==> config.mk <==
export PLATFORM = sky130hd
export DESIGN_NAME = muldiv_unit
export DESIGN_NICKNAME = d
export VERILOG_FILES = /design/src/rtl/muldiv_unit.sv
export SDC_FILE = /design/constraint.sdc
export NUM_CORES = 1
export LEC_CHECK = 0
export ABC_CLOCK_PERIOD_IN_PS = 8650
export BUFFER_PORTS_ARGS = -buffer_cell sky130_fd_sc_hd__clkbuf_2
export CAP_MARGIN = 20
export CORE_AREA = 2 2 170 172
export DETAILED_ROUTE_END_ITERATION = 12
export DIE_AREA = 0 0 172 174
export PLACE_DENSITY = 0.92
export SYNTH_ARGS = -nofsm -noshare
export SYNTH_HDL_FRONTEND = slang
export SYNTH_SLANG_ARGS = --single-unit
==> constraint.sdc <==
create_clock -name clk -period 8.65 [get_ports clk]
set_input_delay 0.865 -clock clk [delete_from_list [all_inputs] [get_ports clk]]
set_output_delay 0.865 -clock clk [all_outputs]
set_load 0.01 [all_outputs]
==> src/rtl/muldiv_unit.sv <==
// Iterative MULT/MULTU/DIV/DIVU unit with architectural HI/LO.
// Uses shift-add multiply and restoring divide on operand magnitudes, then sign-corrects the result.
module muldiv_unit #(
  parameter int WIDTH = 32
) (
  input  logic             clk,
  input  logic             reset,
  input  logic             start,
  input  logic [1:0]       op,
  input  logic [WIDTH-1:0] a,
  input  logic [WIDTH-1:0] b,
  input  logic             flush,
  input  logic             hi_we,
  input  logic             lo_we,
  input  logic [WIDTH-1:0] wdata,
  output logic             busy,
  output logic             done,
  output logic             div_by_zero,
  output logic [WIDTH-1:0] hi,
  output logic [WIDTH-1:0] lo
);
  localparam int CW = 6;

  typedef enum logic [1:0] {IDLE, RUN, FINISH} state_t;
  state_t state_q, state_d;

  logic [CW-1:0]    cnt_q;
  logic [WIDTH-1:0] acc_hi_q, acc_lo_q, mcand_q, a_q, hi_q, lo_q;
  logic [1:0]       op_q;
  logic             neg_res_q, neg_rem_q, b_zero_q, done_q, dbz_q;
  logic             launch, commit;

  always_ff @(posedge clk or posedge reset)
    if (reset) state_q <= IDLE;
    else       state_q <= state_d;

  always_comb begin
    state_d = state_q;
    launch  = 1'b0;
    commit  = 1'b0;
    case (state_q)
      IDLE: if (start && !flush) begin
        state_d = RUN;
        launch  = 1'b1;
      end
      RUN: begin
        if (flush)                          state_d = IDLE;
        else if (cnt_q == CW'(WIDTH - 1))   state_d = FINISH;
      end
      FINISH: begin
        state_d = IDLE;
        commit  = !flush;
      end
      default: state_d = IDLE;
    endcase
  end

  // Operand magnitudes; unsigned ops never flag a sign.
  logic             a_neg, b_neg;
  logic [WIDTH-1:0] a_mag, b_mag;
  assign a_neg = !op[0] && a[WIDTH-1];
  assign b_neg = !op[0] && b[WIDTH-1];
  assign a_mag = a_neg ? -a : a;
  assign b_mag = b_neg ? -b : b;

  // One iteration: acc_lo holds multiplier/product-low or dividend/quotient.
  logic [WIDTH:0]   sum, rem_sh, trial;
  logic [WIDTH-1:0] iter_hi, iter_lo;
  always_comb begin
    sum    = {1'b0, acc_hi_q} + {1'b0, mcand_q};
    rem_sh = {acc_hi_q, acc_lo_q[WIDTH-1]};
    trial  = rem_sh - {1'b0, mcand_q};
    if (op_q[1]) begin
      if (!trial[WIDTH]) begin
        iter_hi = trial[WIDTH-1:0];
        iter_lo = {acc_lo_q[WIDTH-2:0], 1'b1};
      end else begin
        iter_hi = rem_sh[WIDTH-1:0];
        iter_lo = {acc_lo_q[WIDTH-2:0], 1'b0};
      end
    end else if (acc_lo_q[0]) begin
      iter_hi = sum[WIDTH:1];
      iter_lo = {sum[0], acc_lo_q[WIDTH-1:1]};
    end else begin
      iter_hi = {1'b0, acc_hi_q[WIDTH-1:1]};
      iter_lo = {acc_hi_q[0], acc_lo_q[WIDTH-1:1]};
    end
  end

  logic [2*WIDTH-1:0] prod_s;
  logic [WIDTH-1:0]   res_hi, res_lo;
  always_comb begin
    prod_s = neg_res_q ? -{acc_hi_q, acc_lo_q} : {acc_hi_q, acc_lo_q};
    res_hi = prod_s[2*WIDTH-1:WIDTH];
    res_lo = prod_s[WIDTH-1:0];
    if (op_q[1]) begin
      if (b_zero_q) begin
        res_hi = a_q;
        res_lo = '1;
      end else begin
        res_hi = neg_rem_q ? -acc_hi_q : acc_hi_q;
        res_lo = neg_res_q ? -acc_lo_q : acc_lo_q;
      end
    end
  end

  always_ff @(posedge clk or posedge reset) begin
    if (reset) begin
      cnt_q     <= '0;
      acc_hi_q  <= '0;
      acc_lo_q  <= '0;
      mcand_q   <= '0;
      a_q       <= '0;
      op_q      <= '0;
      neg_res_q <= 1'b0;
      neg_rem_q <= 1'b0;
      b_zero_q  <= 1'b0;
      hi_q      <= '0;
      lo_q      <= '0;
      done_q    <= 1'b0;
      dbz_q     <= 1'b0;
    end else begin
      done_q <= commit;
      dbz_q  <= commit && op_q[1] && b_zero_q;
      if (launch) begin
        acc_hi_q  <= '0;
        acc_lo_q  <= a_mag;
        mcand_q   <= b_mag;
        a_q       <= a;
        op_q      <= op;
        neg_res_q <= a_neg ^ b_neg;
        neg_rem_q <= a_neg;
        b_zero_q  <= (b == '0);
        cnt_q     <= '0;
      end else if (state_q == RUN) begin
        acc_hi_q <= iter_hi;
        acc_lo_q <= iter_lo;
        cnt_q    <= cnt_q + 1'b1;
      end
      // MTHI/MTLO land alongside a same-edge start; the op result overwrites later.
      if (commit) begin
        hi_q <= res_hi;
        lo_q <= res_lo;
      end else if (state_q == IDLE) begin
        if (hi_we) hi_q <= wdata;
        if (lo_we) lo_q <= wdata;
      end
    end
  end

  assign busy        = (state_q != IDLE);
  assign done        = done_q;
  assign div_by_zero = dbz_q;
  assign hi          = hi_q;
  assign lo          = lo_q;
endmodule

* Yosys cells after proc, flatten, opt, wreduce, memory -nomap -nowiden
Cells that the tools add are included.
W data, S select, Z words.
** Storage, ports and cells
- Register bits after elaboration :: 207
- Input port bits :: 104
- Output and inout bits :: 67
- Word-level logic and storage cells :: 79
** Operators by class
- Add/sub/neg operators :: 8
- Equal/unequal tests :: 5
- Mux-type cells :: 34
- Bitwise gates (word level) :: 1
- Reductions and logical operators :: 17
** Operators with widths (count)
- $mux W32 :: 23
- $neg A32 Y32 :: 4
- $mux W64 :: 1
- $neg A64 Y64 :: 1
- $add A32 B32 Y33 :: 1
- $sub A33 B32 Y33 :: 1
- $logic_not A32 Y1 :: 1
- $mux W6 :: 2
- $reduce_bool A2 Y1 :: 5
- $add A6 B1 Y6 const B :: 1
- $eq A6 B5 Y1 const B :: 1
- $mux W2 :: 3
- $reduce_and A2 Y1 :: 3
- $logic_and A1 B1 Y1 :: 5
- $mux W1 :: 4
- $pmux W2 S2 :: 1
- $ne A3 B3 Y1 const B :: 1
- $eq A2 B1 Y1 const B :: 1
- $eq A2 B2 Y1 const B :: 1
- $logic_not A1 Y1 :: 2
- $logic_not A2 Y1 :: 1
- $ne A2 B2 Y1 const B :: 1
- $xor A1 B1 Y1 :: 1

* Longest topological paths before layout
- Depth in word-level cells :: 5
- Gate-level depth with buffers :: 14
- Mapped depth without buffers :: 12

* Least setup slack after synthesis
Ideal clock, no wire load.
- Path kind :: register -> register
- Start :: register acc_lo_q[31]
- End :: register acc_hi_q[4]
- Library setup time :: 0.126 ns
- Arrival :: 3.110 ns
- Required time :: 8.524 ns
- Slack :: 5.414 ns
- Cell stages (with the launch flop) :: 13
- Path buffers :: 0
- Clock period less this slack :: 3.236 ns
- Cell sequence :: dfrtp_1 > inv_1 > ha_1 > fa_1 > nor2b_1 > o31a_1 > o21a_1 > o21ai_0 > a211o_1 > a21oi_1 > nor2_2 > mux2_2 > a221o_1
** On the way
- Longest elaborated chain between the ends :: 5
** Ends and longest elaborated chain
- start: declaration :: line 28 : logic [WIDTH-1:0] acc_hi_q, acc_lo_q, mcand_q, a_q, hi_q, lo_q;
- start signal: assignment :: line 127 : acc_lo_q <= a_mag;
- start signal: assignment :: line 137 : acc_lo_q <= iter_lo;
- $sub A33 B32 Y33 :: line 72 : trial = rem_sh - {1'b0, mcand_q};
- $mux W32 :: line 74 : if (!trial[WIDTH]) begin
- $mux W32 :: line 73 : if (op_q[1]) begin
- $mux W32 :: line 135 : end else if (state_q == RUN) begin
- $mux W32 :: line 125 : if (launch) begin
- end signal: assignment :: line 136 : acc_hi_q <= iter_hi;
- end: declaration :: line 28
No other way between the ends. The select of a mux whose other input is x is not followed.
A chain may end at the register's enable or synchronous reset.

* Final worst setup path
Same ends and word-level chain as after synthesis.

==> key figures <==
Cells and area
  • Reg area: 5160 um2
  • Commonest cells after routing, fill and taps aside: 334 x nand2_1, 208 x o21ai_0, 205 x dfrtp_1
  • Layout filler cell count: 2,275
  • Area Growth Syn to Fin: 10.9%
  • Design Area, Final: 18,500 um2
  • Non-filler cells, final: 2,522
  • Fin nets: 2,296
  • Most common cell after layout, fill and taps aside: nand2_1
  • Area of the multi-input gates: 10,700 um2
  • Layout cells sized above 1: 0.123

Global routing
  • GR Overflow Total: 0
  • First-pass GRT wire length: 88,000 um
  • Largest net degree at the start of global routing: 133
  • Initial antenna violation count: 2
  • Total Routing Usage GR: 0.371
  • Number of global-route vias before repair: 16,197

Power
  • Clock power frac: 0.201
  • Combinational share of power: 0.517
  • Leak: 7.96 nW
  • Int Pwr: 3.12 mW
  • Design Power: 5.77 mW
  • Peak VDD IR: 172 uV
  • Switching share of power: 0.460
  • Sw Pwr: 2.65 mW
  • Power Dens Cells: 313 nW/um2
  • Seq pwr share: 0.282

Critical path
  • Kind of critical path: register to register
  • Crit. End Element: register
  • Critical path launch point type: register
  • Worst EP required: 9.09 ns
  • Worst-path maximum fanout: 20
  • WP data arrival: 4.93 ns

Timing
  • Crit path time final: 4.49 ns
  • Finish-stage setup viols: 0
  • Final worst-path cycle share: 0.519
  • Slew Limit Fails: 0
  • Slew @ Worst Pin: 1.08 ns
  • Maximum clock frequency: 0.223 GHz
  • Final Skew: 0.0428 ns
  • RSZ-0062 raised after global routing: no
  • TNS Setup: 0 ns
  • Relative slew margins: 0.283
  • Hold Fails Final Rpt: 0

Placement
  • IO buf count: 170
  • Routability congestion estimate: 1.02
  • Placed Cells: 2,479
  • Placed instance area: 17,600 um2
  • HPWL after DPL: 39,700 um

Synth
  • Seq/Total Area, Yosys: 0.310
  • Post-synth top flop: dfrtp_1
  • Synth Cell Area: 16,600 um2
  • Synth area leader: dfrtp_1
  • Yosys top cell area share: 0.310
  • Cell variety after synth: 79
  • Synth async-reset ratio: 1.00
  • Yosys reg bits: 206
  • Mapped Cells: 2,051
  • Post-synth EDFFs: 0
  • Synth warn: 0
  • Mean Syn Cell Area: 8.11 um2
  • Largest cells by area after synthesis: dfrtp_1 31%, nand2_1 7.5%, mux2i_1 6.7%
  • Syn_nets: 2,226

Route
  • Via/cell ratio: 6.80
  • DRC viols: 0
  • Initial DRC Count: 2,403
  • Post-route ant nets: 0
  • Wirelength per Cell: 22.2 um
  • DR vias: 17,144
  • Detailed Routing Iterations Pass 1: 6
  • WL final: 56,100 um

Clock tree
  • Clk slew on worst S/H paths: 0.06 ns
  • Post-CTS Resized: 0
  • Clk buf depth: 3
  • TritonCTS clock tree: built
  • Root buf cell: clkbuf_16
  • H-tree levels: 1
  • Postcts setup bufs: 0
  • Cts hold-fix bufs: 0
  • TritonCTS Sinks: 206
  • Clock Latency Late Sink: 0.57 ns
  • Number of CTS-inserted buffers: 24

Floorplanning
  • Core Footprint: 28,200 um2
  • Die ar.: 29,900 um2
  • Initial Util: 0.589
  • Chip width: 172 um
  • Ports: 171
  • Num rows: 62
  • Die height: 174 um

Job
  • Total of max-cap violations: 0

Min path
  • Hold Crit Class: register to register

Outcome
  • Status: finished clean
==> registers in the layout (all words and copies together) (netlist names) <==
| signal | count |
|---|---|
| b_zero_q | 1 |
| acc_hi_q | 32 |
| op_q | 1 |
| acc_lo_q | 32 |
| a_q | 32 |
| hi | 32 |
| neg_rem_q | 1 |
| neg_res_q | 1 |
| cnt_q | 6 |
| div_by_zero | 1 |
| state_q | 2 |
| mcand_q | 32 |
| lo | 32 |
| done | 1 |
==> synthesized netlist by cell type (7+ instances only) <==
library cell / count
a211oi_1: 20
a21o_1: 27
a21oi_1: 124
a221o_1: 7
a22oi_1: 12
a31oi_1: 18
a32oi_1: 28
and2_1: 11
buf_1: 12
buf_2: 7
clkbuf_1: 122
dfrtp_1: 206
ha_1: 69
inv_1: 58
mux2_2: 7
mux2i_1: 111
nand2_1: 334
nand2b_1: 19
nand3_1: 24
nand4_1: 13
nor2_1: 102
nor2b_1: 20
nor3_1: 26
nor4_1: 15
o211ai_1: 54
o21a_1: 7
o21ai_0: 208
o21bai_1: 14
o221ai_1: 12
o31a_1: 7
o31ai_1: 32
o41ai_1: 14
or3_1: 19
or4_1: 13
xnor2_1: 107
xor2_1: 78
==> per-layer routing <==
metal  track usage  share of wire  vias to the layer above
li1              -              -                     7536
met1         0.478           0.38                     8103
met2         0.559           0.43                     1208
met3        0.0899           0.12                      295
met4         0.233          0.077                        2
met5             0        0.00032                        -
==> path summary, 6_finish.rpt <==
kind / start / to / slack [ns] / cells past startpoint
min reg2reg: a_q[4]$_DFFE_PP0P_ / a_q[4]$_DFFE_PP0P_ / 0.48 / 2
min in group asynchronous: reset / done$_DFF_PP0_ / 0.52 / 2
max reg2reg: acc_lo_q[31]$_DFFE_PP0P_ / acc_hi_q[4]$_DFFE_PP0P_ / 4.16 / 13
min: a_q[4]$_DFFE_PP0P_ / a_q[4]$_DFFE_PP0P_ / 0.48 / 2
max: acc_lo_q[31]$_DFFE_PP0P_ / acc_hi_q[4]$_DFFE_PP0P_ / 4.16 / 13
max in group asynchronous: reset / neg_res_q$_DFFE_PP0P_ / 6.48 / 3
==> area by class of cell <==
class / instances / area share
Tap cell: 384 / 0.0260
Antenna cell: 1 / 0.000136
Timing Repair Buffer: 188 / 0.0534
Clock inverter: 12 / 0.0122
Sequential cell: 206 / 0.280
Clock buffer: 30 / 0.0359
Inverter: 59 / 0.0124
Multi-Input combinational cell: 1642 / 0.580
==> critical path, stage by stage (launching register included) <==
cell	delay [ns]
dfrtp_1	0.36
inv_1	0.14
ha_1	0.27
fa_1	0.40
nor2b_1	0.23
o31a_1	0.23
o21a_1	0.22
o21ai_0	0.28
a211o_1	0.38
a21oi_1	0.77
nor2_2	0.20
buf_4	0.31
mux2_2	0.31
a221o_1	0.29
==> through the flow <==
step	setup slack [ns]	utilization	hold slack [ns]
after floorplan	2.16	-	0.440
after global placement	4.56	0.622	0.453
after detailed placement	4.35	0.622	0.463
after CTS	4.31	0.653	0.478
after global routing	3.99	0.653	0.498
final	4.16	0.653	0.480
==> power groups by stage <==
| stage | Sequential [mW] | Clock (mW) | Combinational, mW |
|---|---|---|---|
| finish | 1.62 | 1.16 | 2.98 |
| global route | 1.65 | 1.19 | 3.25 |
| CTS | 1.59 | 1.16 | 2.90 |
| detailed placement | 1.61 | 0 | 2.87 |
| global placement | 1.59 | 0 | 2.80 |
| floorplan | 1.39 | 0 | 2.29 |
==> cells by family after synthesis <==
logic type / synth area share
xor gates and xnor gates: 0.0974
muxes: 0.0715
AOI/OAI and AO/OA: 0.240
and+or+nand+nor: 0.180
DFF: 0.310
adders and majority gates: 0.0543
buffers and inverters: 0.0475
No activity file was read; power rests on OpenSTA's default activity.
